$ cat src/rtl/display_scheduler_if.sv
// rtl/display_scheduler_if.sv - requester handshakes and display outputs of the display scheduler
interface display_scheduler_if;
    logic        clear_i;
    logic        rx_valid_i;
    logic [7:0]  rx_data_i;
    logic        rx_ready_o;
    logic        tx_valid_i;
    logic [7:0]  tx_data_i;
    logic        tx_ready_o;
    logic [15:0] data_o;
    logic        src_o;
    logic        busy_o;

    modport master (
        output clear_i, rx_valid_i, rx_data_i, tx_valid_i, tx_data_i,
        input  rx_ready_o, tx_ready_o, data_o, src_o, busy_o
    );

    modport slave (
        input  clear_i, rx_valid_i, rx_data_i, tx_valid_i, tx_data_i,
        output rx_ready_o, tx_ready_o, data_o, src_o, busy_o
    );
endinterface

$ cat src/rtl/display_scheduler.sv
// rtl/display_scheduler.sv - round-robin byte scheduler feeding a 16-bit hex display (optional hold: DISPLAY_SCHEDULER_HOLD_EN)
module display_scheduler #(
    parameter int CLKFREQ = 100_000_000,
    parameter int HOLD_MS = 250
) (
    input  logic                 clk,
    input  logic                 rst,
    display_scheduler_if.slave   bus
);
    localparam int HOLD_RAW = CLKFREQ / 1000 * HOLD_MS;
    localparam int HOLD_CYC = (HOLD_RAW < 1) ? 1 : HOLD_RAW;

    logic        idle;
    logic        rx_grant;
    logic        tx_grant;
    logic        xfer;
    logic [7:0]  win_byte;
    logic [15:0] data_q, data_d;
    logic        src_q, src_d;
    logic        prio_q, prio_d;

`ifdef DISPLAY_SCHEDULER_HOLD_EN
    localparam int CNT_W = $clog2(HOLD_CYC + 1);

    typedef enum logic {
        S_IDLE,
        S_HOLD
    } state_t;

    state_t             state_q, state_d;
    logic [CNT_W-1:0]   cnt_q, cnt_d;

    assign idle       = (state_q == S_IDLE);
    assign bus.busy_o = (state_q == S_HOLD);

    // FSM state and hold counter registers
    always_ff @(posedge clk) begin
        if (rst) begin
            state_q <= S_IDLE;
            cnt_q   <= '0;
        end else begin
            state_q <= state_d;
            cnt_q   <= cnt_d;
        end
    end

    // Next state: a transfer starts a hold, the hold ends after HOLD_CYC cycles, clear aborts it
    always_comb begin
        state_d = state_q;
        cnt_d   = cnt_q;
        if (bus.clear_i) begin
            state_d = S_IDLE;
            cnt_d   = '0;
        end else if (xfer) begin
            state_d = S_HOLD;
            cnt_d   = '0;
        end else if (state_q == S_HOLD) begin
            if (cnt_q == CNT_W'(HOLD_CYC - 1)) begin
                state_d = S_IDLE;
                cnt_d   = '0;
            end else begin
                cnt_d = cnt_q + 1'b1;
            end
        end
    end
`else
    // Without the hold feature the scheduler is permanently idle; timing parameters are inert
    logic unused_hold_cfg;
    assign unused_hold_cfg = (HOLD_CYC > 0);
    assign idle            = 1'b1;
    assign bus.busy_o      = 1'b0;
`endif

    // Round-robin arbitration; readies are suppressed during reset, clear and hold
    always_comb begin
        rx_grant = 1'b0;
        tx_grant = 1'b0;
        if (idle && !rst && !bus.clear_i) begin
            if (bus.rx_valid_i && (!bus.tx_valid_i || !prio_q)) begin
                rx_grant = 1'b1;
            end else if (bus.tx_valid_i) begin
                tx_grant = 1'b1;
            end
        end
    end

    assign xfer           = rx_grant || tx_grant;
    assign win_byte       = tx_grant ? bus.tx_data_i : bus.rx_data_i;
    assign bus.rx_ready_o = rx_grant;
    assign bus.tx_ready_o = tx_grant;
    assign bus.data_o     = data_q;
    assign bus.src_o      = src_q;

    // Display shift register, source flag and round-robin pointer updates
    always_comb begin
        data_d = data_q;
        src_d  = src_q;
        prio_d = prio_q;
        if (bus.clear_i) begin
            data_d = 16'h0000;
        end else if (xfer) begin
            data_d = {data_q[7:0], win_byte};
            src_d  = tx_grant;
            prio_d = ~tx_grant;
        end
    end

    // Datapath registers
    always_ff @(posedge clk) begin
        if (rst) begin
            data_q <= 16'h0000;
            src_q  <= 1'b0;
            prio_q <= 1'b0;
        end else begin
            data_q <= data_d;
            src_q  <= src_d;
            prio_q <= prio_d;
        end
    end
endmodule

$ cat src/flat_wrapper.sv
// flat-port wrapper written by rule: the top's interface ports become plain ports
module display_scheduler_flat 
#(
    parameter int CLKFREQ = 100_000_000,
    parameter int HOLD_MS = 250
)
  (clk, rst, bus_clear_i, bus_rx_valid_i, bus_rx_data_i, bus_tx_valid_i, bus_tx_data_i, bus_rx_ready_o, bus_tx_ready_o, bus_data_o, bus_src_o, bus_busy_o);
  display_scheduler_if bus_i ();
  input  logic clk;
  input  logic rst;
  input wire logic [$bits(bus_i.clear_i)-1:0] bus_clear_i;
  input wire logic [$bits(bus_i.rx_valid_i)-1:0] bus_rx_valid_i;
  input wire logic [$bits(bus_i.rx_data_i)-1:0] bus_rx_data_i;
  input wire logic [$bits(bus_i.tx_valid_i)-1:0] bus_tx_valid_i;
  input wire logic [$bits(bus_i.tx_data_i)-1:0] bus_tx_data_i;
  output wire logic [$bits(bus_i.rx_ready_o)-1:0] bus_rx_ready_o;
  output wire logic [$bits(bus_i.tx_ready_o)-1:0] bus_tx_ready_o;
  output wire logic [$bits(bus_i.data_o)-1:0] bus_data_o;
  output wire logic [$bits(bus_i.src_o)-1:0] bus_src_o;
  output wire logic [$bits(bus_i.busy_o)-1:0] bus_busy_o;
  assign bus_i.clear_i = bus_clear_i;
  assign bus_i.rx_valid_i = bus_rx_valid_i;
  assign bus_i.rx_data_i = bus_rx_data_i;
  assign bus_i.tx_valid_i = bus_tx_valid_i;
  assign bus_i.tx_data_i = bus_tx_data_i;
  assign bus_rx_ready_o = bus_i.rx_ready_o;
  assign bus_tx_ready_o = bus_i.tx_ready_o;
  assign bus_data_o = bus_i.data_o;
  assign bus_src_o = bus_i.src_o;
  assign bus_busy_o = bus_i.busy_o;
  display_scheduler #(.CLKFREQ(CLKFREQ), .HOLD_MS(HOLD_MS)) u_core (.clk(clk), .rst(rst), .bus(bus_i));
endmodule
$ cat config.mk
export PLATFORM = sky130hd
export DESIGN_NAME = display_scheduler_flat
export DESIGN_NICKNAME = d
export VERILOG_FILES = /design/src/rtl/display_scheduler_if.sv /design/src/rtl/display_scheduler.sv /design/src/flat_wrapper.sv
export SDC_FILE = /design/constraint.sdc
export NUM_CORES = 1
export LEC_CHECK = 0
export CORE_MARGIN = 2
export CORE_UTILIZATION = 50
export CTS_CLUSTER_SIZE = 28
export DETAILED_ROUTE_END_ITERATION = 8
export DONT_BUFFER_PORTS = 1
export GPL_ROUTABILITY_DRIVEN = 0
export GPL_TIMING_DRIVEN = 0
export PLACE_DENSITY = 0.72
export SLEW_MARGIN = 25
export SYNTH_ARGS = -nofsm -noshare
export SYNTH_HDL_FRONTEND = slang
export SYNTH_SLANG_ARGS = --single-unit
$ cat constraint.sdc
create_clock -name clk -period 1.6 [get_ports clk]
set_input_delay 0 -clock clk [delete_from_list [all_inputs] [get_ports clk]]
set_output_delay 0 -clock clk [all_outputs]
set_load 0.01 [all_outputs]
### After elaboration in Yosys (flattened, before gate mapping)

Cells that the tools add are included.

* bits of input ports: 21
* output and inout bits: 20
* word-level logic and storage cells: 21
* register bits: 18

* reduce and logical (&&, ||, !) cells: 10
* muxes and demuxes: 6
* bitwise logic cells: 2

Operator list (count)
* 8-bit two-way mux: 1
* 1-bit two-way mux: 5
* 1-bit zero test: 4
* 1-bit logical AND: 2
* 1-bit logical OR: 2
* 1-bit NOT: 2
* 2-bit AND reduction: 1
* 2-bit OR reduction: 1

### Logic depth before layout (Yosys ltp)

* depth in word-level cells: 7
* mapped depth: 5
* gate-level depth less buffers: 3

### Worst setup path after synthesis

Ideal clock, no wire load.

* path type: register -> register
* from: register u_core.prio_q
* to: register u_core.data_q[0], in the netlist u_core.bus.data_o[0]
* data arrival time: 0.837 ns
* library setup time: 0.127 ns
* period minus slack after synthesis: 0.964 ns
* path buffers: 1
* path slack: 0.636 ns
* data required time: 1.473 ns
* stages on the path, launching flop included: 5
* path through: dfxtp_1 -> nor2b_1 -> buf_2 -> o31ai_1 -> a31oi_1

* word-level cells in the longest chain between the ends: 6
* elaborated cells between the ends (all ways): 9
* classes of those cells: 5 x mux; 4 x reduce/logical

Ends and longest elaborated chain
* start, declared: line display_scheduler.sv:20 `logic prio_q, prio_d;`
* start signal, assigned: line display_scheduler.sv:117 `prio_q <= prio_d;`
* 1-bit zero test *: line display_scheduler.sv:79 `if (bus.rx_valid_i && (!bus.tx_valid_i || !prio_q)) begin`
* 1-bit logical OR *: line display_scheduler.sv:79
* 1-bit logical AND *: line display_scheduler.sv:79
* 1-bit two-way mux: line display_scheduler.sv:79
* 1-bit two-way mux: line display_scheduler.sv:78 `if (idle && !rst && !bus.clear_i) begin`
* 8-bit two-way mux or 1-bit logical OR (tied branches): line display_scheduler.sv:88, display_scheduler.sv:87
* end signal, assigned: line display_scheduler.sv:115 `data_q <= data_d;`
* end, declared: line display_scheduler.sv:18 `logic [15:0] data_q, data_d;`

Mark *: on every way between the ends. The rest lies on a longest branch, timed or not.
A chain may end at the register's enable or synchronous reset.

### Worst setup path after layout

* from: input bus_rx_valid_i
* to: register u_core.data_q[14], in the netlist u_core.bus.data_o[14]

* word-level cells in the longest chain between the ends: 4
* elaborated cells between the ends (all ways): 6
* classes of those cells: 4 x mux; 2 x reduce/logical

Ends and longest elaborated chain
* start, declared: line flat_wrapper.sv:12 `input wire logic [$bits(bus_i.rx_valid_i)-1:0] bus_rx_valid_i;`
* 1-bit logical AND *: line display_scheduler.sv:79
* 1-bit two-way mux: line display_scheduler.sv:79
* 1-bit two-way mux: line display_scheduler.sv:78
* 1-bit logical OR *: line display_scheduler.sv:87 `assign xfer = rx_grant || tx_grant;`

Marked as above.

==> run summary <==
Crit path top cell by count -> dlygate4sd3_1
met3 wire len -> 181 um
Synth Cell Area -> 907.1 um^2
status -> completed
Tot GR Track Use -> 0.2250
CTS tree -> built
number of global-route vias before repair -> 805
RSZ-0062 raised after global routing -> false
leak pwr -> 0.4122 nW
CTS H-tree depth -> 1
first-pass GRT wire length -> 3387 um
FF-to-FF End -> u_core.bus.data_o[2]
Layout Cells excl Fill -> 155
post-synth cell types -> 25
Critical Path AT -> 1.72 ns
Critical-path top delay cell -> dlygate4sd3_1
Clock Skew -> 0.006349 ns
synth warn -> 0
Post-Synth Simple-Gate Area -> 0.2166
number of CTS-inserted buffers -> 3
M1 wire length -> 910 um
overall die area -> 2171 um^2
worst-path cell chain -> dlygate4sd3_1 -> nor2_2 -> dlygate4sd3_1 -> o21ai_2 -> a21oi_1
reg-to-reg startpoint -> u_core.prio_q
Post-Route WL -> 2236 um
Setup-failing EPs final -> 0
Sink Count -> 18
Syn Area/Cell -> 8.639 um^2
Final Hold Violating Endpoints -> 0
Seq/Total Area, Yosys -> 0.3972
Buffers & Inverters on Critical Path -> 2
maximum VDD drop -> 0.5068 mV
Critical Path Max Stage Delay -> 0.66 ns
Slew Limit Fails -> 0
area of the core -> 1708 um^2
number of I/O pins -> 41
Initial DRC Count -> 21
Die W -> 46.60 um
Net Count, Synth -> 126
synthesized-area fraction occupied by ao, oa, aoi and oai cells -> 0.2883
sequential cell area -> 360.3 um^2
hold_sp -> bus_rx_valid_i
Setup crit end kind -> flip-flop
number of port buffers -> 0
post-synthesis adder-cell area fraction -> 0
CP Class -> primary input to flip-flop
Worst Hold Path Cells -> 3
register-to-register setup slack -> 0.49 ns
CP top delay family -> buffers and inverters
DR pass1 iterations -> 4
register clock-pin slew on the reported worst setup and hold paths -> 0.11 ns
deepest clock path buffer count -> 2
power per cell area -> 778.7 nW/um^2
Clock Latency Late Sink -> 0.29 ns
ys flop type -> dfxtp_1
most frequent cells after synthesis -> 18 x dfxtp_1, 14 x o21ai_0, 10 x a21oi_1
EDFF count, synth -> 0
Post-Syn Instances -> 105
vias -> 890
largest cells by area after synthesis -> dfxtp_1 40%, nand4b_1 7.7%, o21ai_0 7.7%
row cnt -> 15
number of cells on the worst reg-to-reg path -> 4
Hold Path Class -> primary input to flip-flop
top cell type's share of synthesized area -> 0.3972
count leader, synth -> dfxtp_1
Setup TNS -> 0 ns
max_cap viols -> 0
fillers -> 144
Met2 Wirelength -> 1111 um
# DRC -> 0
# placed instances -> 130
largest family of logic cells by synthesized area -> compound AO/OA/AOI/OAI gates
share of cells above drive strength 1 -> 0.1615
vias per inst -> 5.742
initial antenna violation count -> 0
area of the multi-input gates -> 461.7 um^2
largest area contributor in the netlist -> dfxtp_1
Hold Slack -> 0.01099 ns
crit path time final -> 1.491 ns
wire length per cell -> 14.43 um
Top Metal Used -> met4
initial core utilization -> 0.5311
final worst path period share -> 0.9319
diodes inserted -> 0
Detailed Place HPWL -> 1462 um
Crit Path Max Fanout -> 9
mux contribution to synthesized area -> 0
crit start category -> primary input
Max Clock Freq -> 670.7 MHz
antenna viol nets, final -> 0
Hold Path Sink -> u_core.prio_q
Post-Synth XOR/XNOR Area -> 0
Yosys reg bits -> 18
nets -> 152
Die Span Y -> 46.60 um
largest net degree at the start of global routing -> 11
Area growth, synth to finish -> 30.62%
worst path required time -> 1.83 ns
clock root buffer -> clkbuf_4
Post-synth ARST share -> 0
Resized Gates After CTS -> 0
Overflow after GRT -> 0
## layout make-up
type,instances,area share
clock buffer,4,0.03062
timing repair buffer,21,0.1774
inverter,1,0.003168
tap,25,0.02640
multi-input combinational,74,0.3897
buffer,12,0.06864
sequential,18,0.3041
## flip-flops by register name, summed over array words and instances (netlist names)
name               flops
u_core.bus.data_o     16
u_core.bus.src_o       1
u_core.prio_q          1
## cells by family after synthesis
logic type	count (synthesis)
buffers and inverters	13
and+or+nand+nor	29
other	1
AOI/OAI and AO/OA	44
DFF	18
## cells in the final DEF (no fill, tap or decap), drive strengths merged, types with 4 or more instances in the layout
cell type	instances
nor2	5
dlygate4sd3	21
nand4b	8
buf	12
o21ai	17
nand3	8
a31oi	8
o31ai	8
a21oi	10
clkbuf	4
dfxtp	18
## metrics by stage
stage / cell area (um^2) / setup WS (ns) / power (mW) / utilization
floorplan: 907.1 / 0.6357 / 0.5864 / -
global placement: 938.4 / 0.5581 / 0.6068 / 0.5495
detailed placement: 938.4 / 0.5439 / 0.6083 / 0.5495
CTS: 1185 / 0.1237 / 0.9248 / 0.6938
global route: 1185 / 0.02272 / 0.9622 / 0.6938
finish: 1185 / 0.1089 / 0.9227 / 0.6938
## worst register-to-register path: cells and delay by family, from the launching register on
kind / cells / cell delay [ns]
AND/OR/NAND/NOR: 2 / 0.27
buffers and inverters: 1 / 0.19
AO/OA/AOI/OAI: 1 / 0.18
flip-flops: 1 / 0.41
## routing by layer
metal	track usage	vias to the layer above
li1	-	442
met1	0.2665	403
met2	0.3944	41
met3	0.03137	4
met4	0.1029	0
met5	0	-
## worst max path at each step
stage / to / from / cells after the start
2_1_floorplan: u_core.bus.data_o[0] / u_core.prio_q / 4
3_3_place_gp: u_core.bus.data_o[2] / u_core.prio_q / 4
3_5_place_dp: u_core.bus.data_o[2] / u_core.prio_q / 4
4_1_cts: u_core.bus.data_o[14] / bus_rx_valid_i / 5
5_1_grt: u_core.bus.data_o[14] / bus_rx_valid_i / 5
6_report: u_core.bus.data_o[14] / bus_rx_valid_i / 5
## power by group
part           switching, mW  total (mW)  internal, mW
clock                  0.140       0.279         0.139
combinational         0.0767       0.156        0.0795
sequential            0.0226       0.488         0.465
total                  0.240       0.923         0.683
## repair_timing
| item | 4_1_cts | 5_1_grt |
|---|---|---|
| setup buffers | 0 | 0 |
| hold endpoints to repair | 17 | 0 |
| hold buffers | 21 | 0 |
Power figures use the tool's default switching activity.
